===== config.mk =====
export PLATFORM = sky130hd
export DESIGN_NAME = debug_hex_entry
export DESIGN_NICKNAME = d
export VERILOG_FILES = /design/src/rtl/debug_hex_entry.sv
export SDC_FILE = /design/constraint.sdc
export NUM_CORES = 1
export LEC_CHECK = 0
export ABC_AREA = 1
export BUFFER_PORTS_ARGS = -buffer_cell sky130_fd_sc_hd__buf_2
export CAP_MARGIN = 25
export CORE_MARGIN = 1.5
export CORE_UTILIZATION = 50
export CTS_BUF_LIST = sky130_fd_sc_hd__clkbuf_16
export DETAILED_ROUTE_END_ITERATION = 8
export MAX_ROUTING_LAYER = met4
export PLACE_DENSITY = 0.67
export SLEW_MARGIN = 20
export SYNTH_ARGS = -nofsm -noshare
export SYNTH_HDL_FRONTEND = slang
export SYNTH_SLANG_ARGS = --single-unit

===== constraint.sdc =====
create_clock -name clk_5M -period 3.1 [get_ports clk_5M]
set_input_delay 0 -clock clk_5M [delete_from_list [all_inputs] [get_ports clk_5M]]
set_output_delay 0 -clock clk_5M [all_outputs]
set_load 0.02 [all_outputs]

===== src/rtl/debug_hex_entry.sv =====
// Button-driven hex editor: debounced 5-way buttons edit an 8-digit word, centre commits it
// over a valid/ready handshake. Up/down auto-repeat while held in EDIT.
`timescale 1ns/1ps
module debug_hex_entry #(
  parameter int DEBOUNCE_CYCLES = 50000,
  parameter int REPEAT_DELAY    = 2500000,
  parameter int REPEAT_RATE     = 500000
) (
  input  logic        clk_5M,
  input  logic        Rst,
  input  logic [4:0]  btn,
  output logic [31:0] value,
  output logic [2:0]  cursor,
  output logic        edit_active,
  output logic        commit_valid,
  output logic [31:0] commit_data,
  input  logic        commit_ready
);

  localparam int DW   = (DEBOUNCE_CYCLES > 2) ? $clog2(DEBOUNCE_CYCLES) : 1;
  localparam int HMAX = (REPEAT_DELAY > REPEAT_RATE) ? REPEAT_DELAY : REPEAT_RATE;
  localparam int HW   = (HMAX > 1) ? $clog2(HMAX + 1) : 1;
  localparam logic [DW-1:0] DEB_LAST   = DW'(DEBOUNCE_CYCLES - 1);
  localparam logic [HW-1:0] DELAY_LAST = HW'(REPEAT_DELAY - 1);
  localparam logic [HW-1:0] RATE_LAST  = HW'(REPEAT_RATE - 1);

  typedef enum logic [1:0] {IDLE, EDIT, COMMIT} state_t;

  logic [4:0]          sync1_q, sync1_d, sync2_q, sync2_d;
  logic [4:0]          stable_q, stable_d;
  logic [4:0][DW-1:0]  deb_cnt_q, deb_cnt_d;
  logic [1:0][HW-1:0]  hold_cnt_q, hold_cnt_d;
  logic [1:0]          hold_rep_q, hold_rep_d;
  state_t              state_q, state_d;
  logic [31:0]         value_q, value_d;
  logic [2:0]          cursor_q, cursor_d;
  logic                edit_active_q, edit_active_d;
  logic                commit_valid_q, commit_valid_d;
  logic [31:0]         commit_data_q, commit_data_d;

  logic [4:0] press;
  logic [1:0] held;
  logic [1:0] rep;
  logic       evt_c, evt_u, evt_d, evt_l, evt_r;
  logic [4:0] dig_lsb;
  logic [3:0] cur_digit;

  // Debounce: a new level is accepted after DEBOUNCE_CYCLES consecutive differing samples.
  always_comb begin
    sync1_d   = btn;
    sync2_d   = sync1_q;
    stable_d  = stable_q;
    deb_cnt_d = deb_cnt_q;
    press     = '0;
    for (int i = 0; i < 5; i++) begin
      if (sync2_q[i] == stable_q[i]) begin
        deb_cnt_d[i] = '0;
      end else if (deb_cnt_q[i] == DEB_LAST) begin
        stable_d[i]  = sync2_q[i];
        deb_cnt_d[i] = '0;
        press[i]     = sync2_q[i];
      end else begin
        deb_cnt_d[i] = deb_cnt_q[i] + 1'b1;
      end
    end
  end

  // Hold counters for up [0] and down [1]; hold_rep selects the delay or rate interval.
  always_comb begin
    held       = {stable_q[4], stable_q[1]};
    hold_cnt_d = hold_cnt_q;
    hold_rep_d = hold_rep_q;
    rep        = '0;
    for (int j = 0; j < 2; j++) begin
      if (!held[j]) begin
        hold_cnt_d[j] = '0;
        hold_rep_d[j] = 1'b0;
      end else if (hold_cnt_q[j] == (hold_rep_q[j] ? RATE_LAST : DELAY_LAST)) begin
        rep[j]        = 1'b1;
        hold_cnt_d[j] = '0;
        hold_rep_d[j] = 1'b1;
      end else begin
        hold_cnt_d[j] = hold_cnt_q[j] + 1'b1;
      end
    end
  end

  always_comb begin
    evt_c = press[0];
    evt_u = press[1] | (rep[0] & (state_q == EDIT));
    evt_d = press[4] | (rep[1] & (state_q == EDIT));
    evt_l = press[2];
    evt_r = press[3];
  end

  assign dig_lsb   = {cursor_q, 2'b00};
  assign cur_digit = value_q[dig_lsb +: 4];

  // The if/else chain below is the event priority: centre > up > down > left > right.
  always_comb begin
    state_d        = state_q;
    value_d        = value_q;
    cursor_d       = cursor_q;
    commit_valid_d = commit_valid_q;
    commit_data_d  = commit_data_q;
    case (state_q)
      IDLE: begin
        if (evt_c) begin
          state_d  = EDIT;
          cursor_d = 3'd0;
        end
      end
      EDIT: begin
        if (evt_c) begin
          commit_data_d  = value_q;
          commit_valid_d = 1'b1;
          state_d        = COMMIT;
        end else if (evt_u) begin
          value_d[dig_lsb +: 4] = cur_digit + 4'd1;
        end else if (evt_d) begin
          value_d[dig_lsb +: 4] = cur_digit - 4'd1;
        end else if (evt_l) begin
          cursor_d = cursor_q + 3'd1;
        end else if (evt_r) begin
          cursor_d = cursor_q - 3'd1;
        end
      end
      COMMIT: begin
        if (commit_ready && commit_valid_q) begin
          commit_valid_d = 1'b0;
          state_d        = IDLE;
        end
      end
      default: state_d = IDLE;
    endcase
    edit_active_d = (state_d == EDIT);
  end

  always_ff @(posedge clk_5M) begin
    if (Rst) begin
      sync1_q        <= '0;
      sync2_q        <= '0;
      stable_q       <= '0;
      deb_cnt_q      <= '0;
      hold_cnt_q     <= '0;
      hold_rep_q     <= '0;
      state_q        <= IDLE;
      value_q        <= '0;
      cursor_q       <= '0;
      edit_active_q  <= 1'b0;
      commit_valid_q <= 1'b0;
      commit_data_q  <= '0;
    end else begin
      sync1_q        <= sync1_d;
      sync2_q        <= sync2_d;
      stable_q       <= stable_d;
      deb_cnt_q      <= deb_cnt_d;
      hold_cnt_q     <= hold_cnt_d;
      hold_rep_q     <= hold_rep_d;
      state_q        <= state_d;
      value_q        <= value_d;
      cursor_q       <= cursor_d;
      edit_active_q  <= edit_active_d;
      commit_valid_q <= commit_valid_d;
      commit_data_q  <= commit_data_d;
    end
  end

  assign value        = value_q;
  assign cursor       = cursor_q;
  assign edit_active  = edit_active_q;
  assign commit_valid = commit_valid_q;
  assign commit_data  = commit_data_q;

endmodule


==> impl_metrics.yaml, run 1 <==
cells_and_area:
  areaGrowthSynthToFinish_pct: 14.1
  diodes: 0
  layout_common_cells: "284 x nand2_1, 212 x dfxtp_1, 199 x nor2_1"
  fin_nets: 1537
  layout_commonest_cell: "nand2_1"
  final_cells: 1797
  layout-drive-gt1-share_pct: 11.3
critical_path:
  cp_cell_sequence: "inv_4, ha_1, ha_1, clkinv_1, nor4_1, nand2_1, o21ai_0, a21oi_1"
  r2r_slack_ps: 560
  arrival_ps: 2920
  cp-end-kind: "register"
  required_ps: 3480
  slowest_delay_ps: 540
  crit_path_start_kind: "register"
  crit_top_cell: "ha_1"
  worstPathMaxFanout: 29
  crit_type: "register to register"
  cp_slowest_cell: "nor4_1"
sta:
  slew_violations: 0
  tightest_slew_ps: 765
  max_slew_margin_pct: 48.9
  rsz0062_at_grt: "no"
  final.setup.tns_ps: 0
  hold_viol_final: 0
  max_freq_mhz: 394
  finalCritPeriodShare_pct: 81.9
  finalCriticalPeriod_ps: 2540
  clock-skew-final_ps: 20.3
  setup_violations: 0
cts:
  clk_path_buf_depth: 3
  cts_buffers: 24
  post_cts_buffers: 0
  worstSkewPairLatency_ps: 510
  cts_tree: "built"
  cts-root-buf: "clkbuf_16"
  cts_max_level: 1
  cts_resized: 0
  cts.sinks: 212
  clk_pin_slew_worst_paths_ps: 60
grt:
  grt_max_degree: 66
  grt_usage_pct: 22.3
  grt_pass1_vias: 8090
  antenna_found_initial: 0
  grt_overflow: 0
  grt_pass1_wl_mm: 38.7
power_and_ir_drop:
  switching_share_pct: 20.8
  p_comb_share_pct: 1.1
  power_density_nw_per_um2: 478
  clockPowerShare_pct: 49.4
  power_switching_mw: 1.15
  seq_power_share_pct: 49.5
  p_int_mw: 4.38
  total_power_mw: 5.53
  ir_drop_uv: 421
  p_leak_nw: 4.87
floorplan:
  ios: 77
  core_um2: 19700
  die_area_um2: 21100
  die_w_um: 145
  initial_core_util_pct: 51.5
  fp.dieH_um: 145
  rows: 51
hold_path:
  hp-class: "input port to register"
drt:
  post_drt_wl_per_cell_um: 12.9
  drtIter0Drc: 557
  num_vias: 9004
  first_pass_iters: 5
  avgViaCountPerCell: 5.01
  ant_nets: 0
  drc: 0
  routed_wl_mm: 23.3
placement:
  placed_cells: 1744
  place_congestion: 0.903
  dpl.hpwl_mm: 16.8
  place.port_buffers: 76
synth:
  synthTopCellsByArea: "dfxtp_1 42%, nand2_1 11%, nor2_1 7.4%, inv_1 7.2%, a21oi_1 5.4%"
  synth.avg_cell_area_um2: 7.07
  synth_cells: 1432
  ys_warn_count: 0
  synth_top_flop_cell: "dfxtp_1"
  synth_largest_area_cell: "dfxtp_1"
  synthDistinctLibCells: 51
  synth_area_um2: 10100
  synth_nets: 1455
  yosysTopAreaCellShare_pct: 41.9
  async_reset_ff_share_pct: 0
  seq_area_frac_synth_pct: 41.9
  synth-seq-cells: 212
  synth-edff-count: 0
run:
  max-cap-violations: 0
outcome:
  status: "completed"
metrics by stage:
stage	hold WS, ps	utilization [%]	instance area (µm²)	worst slack [ps]
global placement	207	54.5	10700	752
detailed placement	209	54.5	10700	659
CTS	211	58.8	11600	584
floorplan	107	-	10100	659
global route	257	58.8	11600	314
finish	227	58.8	11600	560
power by group through the flow:
stage	clock, mW	sequential, mW	combinational [mW]
floorplan	0	2.80	0.0373
global placement	0	2.80	0.0525
detailed placement	0	2.80	0.0527
CTS	2.78	2.74	0.0617
global route	2.90	2.74	0.0686
finish	2.73	2.74	0.0614
final cells by class:
cell class | count | area (µm²)
inverters | 205 | 772
clock buffers | 25 | 626
clock inverters | 19 | 138
repair buffers | 89 | 500
multi-input cells | 982 | 4950
fillers | 1882 | 8090
well taps | 265 | 332
flip-flops and latches | 212 | 4240
synthesized netlist by cell type, types with 2 or more instances:
cell type	count
nand2_1	284
dfxtp_1	212
nor2_1	199
inv_1	194
a21oi_1	110
nand3_1	102
o21ai_0	60
nor3_1	56
nand4_1	32
xor2_1	26
buf_2	16
nor3b_1	15
ha_1	14
clkbuf_1	13
inv_2	8
nor2_2	8
nor3_2	7
o21a_1	7
or2_2	6
xnor2_1	6
nand2_2	5
and3_1	4
nor4_1	4
a31oi_1	3
nand4_4	3
nor2_4	3
nor3_4	3
o21bai_1	3
a21boi_0	2
a31o_2	2
buf_6	2
clkinv_1	2
nand4_2	2
nor4_2	2
layer usage:
layer	routed length, µm	global-route usage (%)	share of wire, %	vias to the layer above
met5	0	-	0	-
met1	11500	31.2	49	4041
met3	982	2.74	4.2	33
li1	-	-	-	4776
met2	10400	34.5	45	154
met4	392	5.00	1.7	0
critical path: cells and delay by family, from the launching register on:
| family | cells | cell delay (ps) |
|---|---|---|
| adder cells (fa/ha/maj) | 2 | 470 |
| AND/OR/NAND/NOR | 2 | 790 |
| flip-flops | 1 | 340 |
| buffers and inverters | 2 | 520 |
| AO/OA/AOI/OAI | 2 | 280 |
state kept, by name (all words and copies together), names as in the netlist, named ones only:
signal / flops
value: 24
deb_cnt_q: 80
hold_cnt_q: 44
commit_data: 32
commit_valid: 1
stable_q: 5
state_q: 2
sync1_q: 5
sync2_q: 5
cursor: 3
edit_active: 1
hold_rep_q: 2
timing repair:
item	4_1_cts	5_1_grt
setup endpoints to repair	0	0
hold buffers	9	0
endpoints found under the hold margin	10	0
path summary, 6_finish.rpt:
| kind | from | to | depth (start not counted) |
|---|---|---|---|
| setup / recovery | cursor[0] | value[1] | 8 |
| hold / removal | btn[1] | sync1_q[1] | 4 |
| setup reg to reg | cursor[0] | value[1] | 8 |
| hold reg to reg | sync1_q[0] | sync2_q[0] | 2 |
kinds of logic (layout without fill, tap and decap cells):
kind of cell | count (synthesis) | in the layout | share of synthesized area [%]
and+or+nand+nor | 743 | 743 | 34.1
DFF | 212 | 212 | 41.9
AOI/OAI and AO/OA | 192 | 192 | 10.0
xor gates and xnor gates | 32 | 32 | 2.77
buffers and inverters | 238 | 338 | 9.23
adders and majority gates | 15 | 15 | 1.93
Note: power is estimated with default switching activity, not from simulation.
==> run 2: changes to the inputs <==
- clock period: 3.1 -> 2.5 ns (I/O delays scaled with it)
==> run 2 against run 1 <==
Against the previous run:
- clock-buffer cell count unchanged
- largest power group is now the clock network
- die area unchanged
- non-clock buffer count increased by 12
- sequential power increased by 24%
- critical path depth unchanged
==> impl_metrics.yaml, run 2 (synthesis results as in run 1) <==
cts:
  clk_pin_slew_worst_paths_ps: 60
  cts.sinks: 212
  clk_path_buf_depth: 3
  cts_buffers: 24
  cts_max_level: 1
  cts-root-buf: "clkbuf_16"
  cts_tree: "built"
  worstSkewPairLatency_ps: 510
sta:
  rsz0062_at_grt: "no"
  slew_violations: 0
  finalCritPeriodShare_pct: 91.0
  max_slew_margin_pct: 59.0
  max_freq_mhz: 439
  finalCriticalPeriod_ps: 2280
  tightest_slew_ps: 614
  hold_viol_final: 0
  clock-skew-final_ps: 8.66
  final.setup.tns_ps: 0
  setup_violations: 0
drt:
  drc: 0
  post_drt_wl_per_cell_um: 12.8
  ant_nets: 0
  avgViaCountPerCell: 5.06
  drtIter0Drc: 637
  routed_wl_mm: 23.2
  num_vias: 9140
  first_pass_iters: 5
critical_path:
  required_ps: 2890
  cp_cell_sequence: "inv_4, ha_1, ha_1, clkinvlp_4, nor4_2, nand2_1, o21ai_0, a21oi_1"
  timing.rr.end: "value[1]"
  cp-end-kind: "register"
  crit_top_cell: "ha_1"
  r2r_slack_ps: 220
  worstPathMaxFanout: 24
  worst-r2r-cell-count: 8
  cp_slowest_cell: "nor4_2"
  worstSetupPathDepth: 8
  slowest_delay_ps: 370
  crit_end: "value[1]"
  path_buf_inv: 2
  crit_type: "register to register"
  crit_family: "simple AND/OR/NAND/NOR gates"
  worstReg2RegStart: "cursor[0]"
  crit_path_start_kind: "register"
  arrival_ps: 2670
  crit_start: "cursor[0]"
cells_and_area:
  top_register: "deb_cnt_q"
  seqCellArea_um2: 4250
  largest_register_ffs: 80
  final_cells: 1808
  layout_common_cells: "284 x nand2_1, 211 x dfxtp_1, 198 x nor2_1"
  layout-drive-gt1-share_pct: 12.4
  diodes: 0
  fin_nets: 1549
  utilization_pct: 59.7
  fillers: 1869
  multi_input_area_um2: 4970
  areaGrowthSynthToFinish_pct: 15.8
  layout_commonest_cell: "nand2_1"
floorplan:
  ios: 77
  die_w_um: 145
  rows: 51
  initial_core_util_pct: 51.5
  core_um2: 19700
  die_area_um2: 21100
  fp.dieH_um: 145
power_and_ir_drop:
  total_power_mw: 7.06
  p_leak_nw: 4.93
  power_density_nw_per_um2: 602
  ir_drop_uv: 503
placement:
  placed_cells: 1756
  place_congestion: 0.910
  dpl.hpwl_mm: 17.1
  place.port_buffers: 76
outcome:
  status: "completed"
run:
  max-cap-violations: 0
grt:
  grt_overflow: 0
  grt_pass1_vias: 8266
  grt_usage_pct: 22.6
  antenna_found_initial: 0
  grt_max_degree: 65
  grt_pass1_wl_mm: 39.6
hold_path:
  hold_path_depth: 4
  hp-class: "input port to register"
## run 2: layout make-up
cell class / count / share of cell area [%]
multi-input cells: 982 / 42.3
flip-flops and latches: 212 / 36.2
inverters: 205 / 6.61
clock buffers: 25 / 5.33
repair buffers: 101 / 5.14
well taps: 265 / 2.83
clock inverters: 18 / 1.57
## run 2: tightest hold or removal path, stage by stage
cell	delay, ps
dlygate4sd3_1	520
buf_2	90
inv_1	30
nor2_1	60
## run 2: how the worst min path moves through the flow
stage / endpoint / from
floorplan: sync1_q[0] / btn[0]
global placement: sync1_q[0] / btn[0]
detailed placement: sync1_q[1] / btn[1]
CTS: sync1_q[3] / btn[3]
global route: sync1_q[0] / btn[0]
finish: sync1_q[1] / btn[1]
## run 2: per-layer routing
metal  vias up  routed length, µm  GRT usage [%]
li1       4794                  -              -
met1      4146              11400           31.6
met2       168              10500           35.0
met3        32               1050           3.18
met4         0                290           4.39
met5         -                  0              -
## run 2: what timing repair did
action	CTS	global route
hold endpoints to repair	15	0
hold buffers	9	0
setup endpoints to repair	0	4
gates resized for setup	0	7
setup buffers	0	0
## run 2: report_power, final
part / switching, mW / internal, mW
registers: 0.00639 / 3.39
logic: 0.0505 / 0.0277
clock network: 1.38 / 2.21
## run 2: through the flow
step	hold WS [ps]	instance area, µm²	setup WS (ps)
3_5_place_dp	208	10800	160
6_report	241	11700	224
4_1_cts	213	11700	150
3_3_place_gp	204	10800	233
2_1_floorplan	107	10100	59.4
5_1_grt	254	11700	16.7
==> run 3: changes to the inputs <==
- CORE_MARGIN: 1.5 -> unset
- MAX_ROUTING_LAYER: met4 -> unset
==> run 3 against run 2 <==
Against the previous run:
- flip-flop and latch count is the same
- design area shrank 1.3%
- combinational power grew 1%
- clock skew grew 8.1 ps
- critical path type unchanged
==> impl_metrics.yaml, run 3 (synthesis results as in run 1) <==
floorplan:
  initial_core_util_pct: 51.5
  rows: 51
  core_um2: 19700
  ios: 77
  die_area_um2: 20800
  fp.dieH_um: 144
  die_w_um: 144
cts:
  post_cts_buffers: 0
  cts.sinks: 212
  cts_buffers: 23
  clk_pin_slew_worst_paths_ps: 60
  worstSkewPairLatency_ps: 520
  clk_path_buf_depth: 3
  cts_tree: "built"
  cts-root-buf: "clkbuf_16"
  cts_max_level: 1
drt:
  num_vias: 9108
  routed_wl_mm: 23.3
  post_drt_wl_per_cell_um: 12.9
  first_pass_iters: 5
  drc: 0
  avgViaCountPerCell: 5.05
  drtIter0Drc: 579
  ant_nets: 0
grt:
  antenna_found_initial: 0
  grt_pass1_wl_mm: 38.6
  grt_usage_pct: 22.7
  grt_max_degree: 65
  grt_overflow: 0
  grt_pass1_vias: 8269
sta:
  hold_viol_final: 0
  max_slew_margin_pct: 58.2
  tightest_slew_ps: 625
  max_freq_mhz: 441
  rsz0062_at_grt: "no"
  finalCritPeriodShare_pct: 90.6
  slew_violations: 0
  clock-skew-final_ps: 16.7
  final.setup.tns_ps: 0
  setup_violations: 0
  finalCriticalPeriod_ps: 2270
placement:
  place.port_buffers: 76
  place_congestion: 0.941
  dpl.hpwl_mm: 17.0
power_and_ir_drop:
  power_density_nw_per_um2: 570
  total_power_mw: 6.60
  p_leak_nw: 4.89
  ir_drop_uv: 437
run:
  max-cap-violations: 0
cells_and_area:
  layout-drive-gt1-share_pct: 11.9
  fillers: 1946
  top_register: "deb_cnt_q"
  areaGrowthSynthToFinish_pct: 14.3
  layout_commonest_cell: "nand2_1"
  largest_register_ffs: 80
  fin_nets: 1548
  layout_common_cells: "284 x nand2_1, 212 x dfxtp_1, 199 x nor2_1"
  diodes: 0
critical_path:
  worstPathMaxFanout: 3
  crit_type: "register to register"
  cp-end-kind: "register"
  arrival_ps: 2720
  required_ps: 2950
  crit_path_start_kind: "register"
hold_path:
  hp-class: "input port to register"
outcome:
  status: "completed"
-- run 3: per-layer routing --
layer  global-route usage (%)  part of all wire [%]
met1                     31.6                    49
met2                     36.9                    44
met3                     3.38                   4.5
met4                     5.37                   1.6
met5                        0                     0
-- run 3: power breakdown --
| group | leakage [nW] | switching, mW | internal, mW |
|---|---|---|---|
| clock network | 0.361 | 1.35 | 1.77 |
| logic | 2.82 | 0.0516 | 0.0277 |
| registers | 1.71 | 0.00609 | 3.39 |
| total | 4.89 | 1.41 | 5.19 |
-- run 3: timing repair --
action / CTS / global route
hold buffers: 8 / 0
setup endpoints to repair: 0 / 1
hold endpoints to repair: 9 / 0
resized for setup: 0 / 1
-- run 3: final timing paths --
| check | end | depth (start not counted) | slack, ps | start |
|---|---|---|---|---|
| worst max register to register | cursor[1] | 14 | 230 | deb_cnt_q[32] |
| worst min register to register | sync2_q[1] | 2 | 400 | sync1_q[1] |
| worst max-delay path | cursor[1] | 14 | 230 | deb_cnt_q[32] |
| worst min-delay path | sync1_q[4] | 4 | 250 | btn[4] |
-- run 3: through the flow --
| stage | instance area (µm²) | hold WS, ps | instances | utilization (%) | setup WS [ps] |
|---|---|---|---|---|---|
| floorplan | 10100 | 107 | 1432 | - | 59.4 |
| global placement | 10800 | 202 | 1757 | 55.0 | 243 |
| detailed placement | 10800 | 218 | 1757 | 55.0 | 235 |
| CTS | 11600 | 226 | 1805 | 58.9 | 200 |
| global route | 11600 | 264 | 1805 | 58.9 | 10.1 |
| finish | 11600 | 246 | 1805 | 58.9 | 234 |
-- run 3: critical path: stages, from the launching register on --
cell and delay (ps):
dfxtp_1 360, ha_1 170, nand2_1 50, inv_1 80, nand2_1 70, nor2_1 120
nand3_1 140, inv_2 110, nand3_1 110, inv_1 90, fa_1 400, or2_2 300
nand3_1 80, nand2_1 50, nor2_1 80
-- run 3: area by class of cell --
cell class,count,area (µm²),area share [%]
inverters,205,772,6.67
multi-input cells,982,4950,42.7
flip-flops and latches,212,4240,36.6
well taps,265,332,2.86
clock buffers,23,576,4.97
clock inverters,17,108,0.929
repair buffers,101,601,5.19
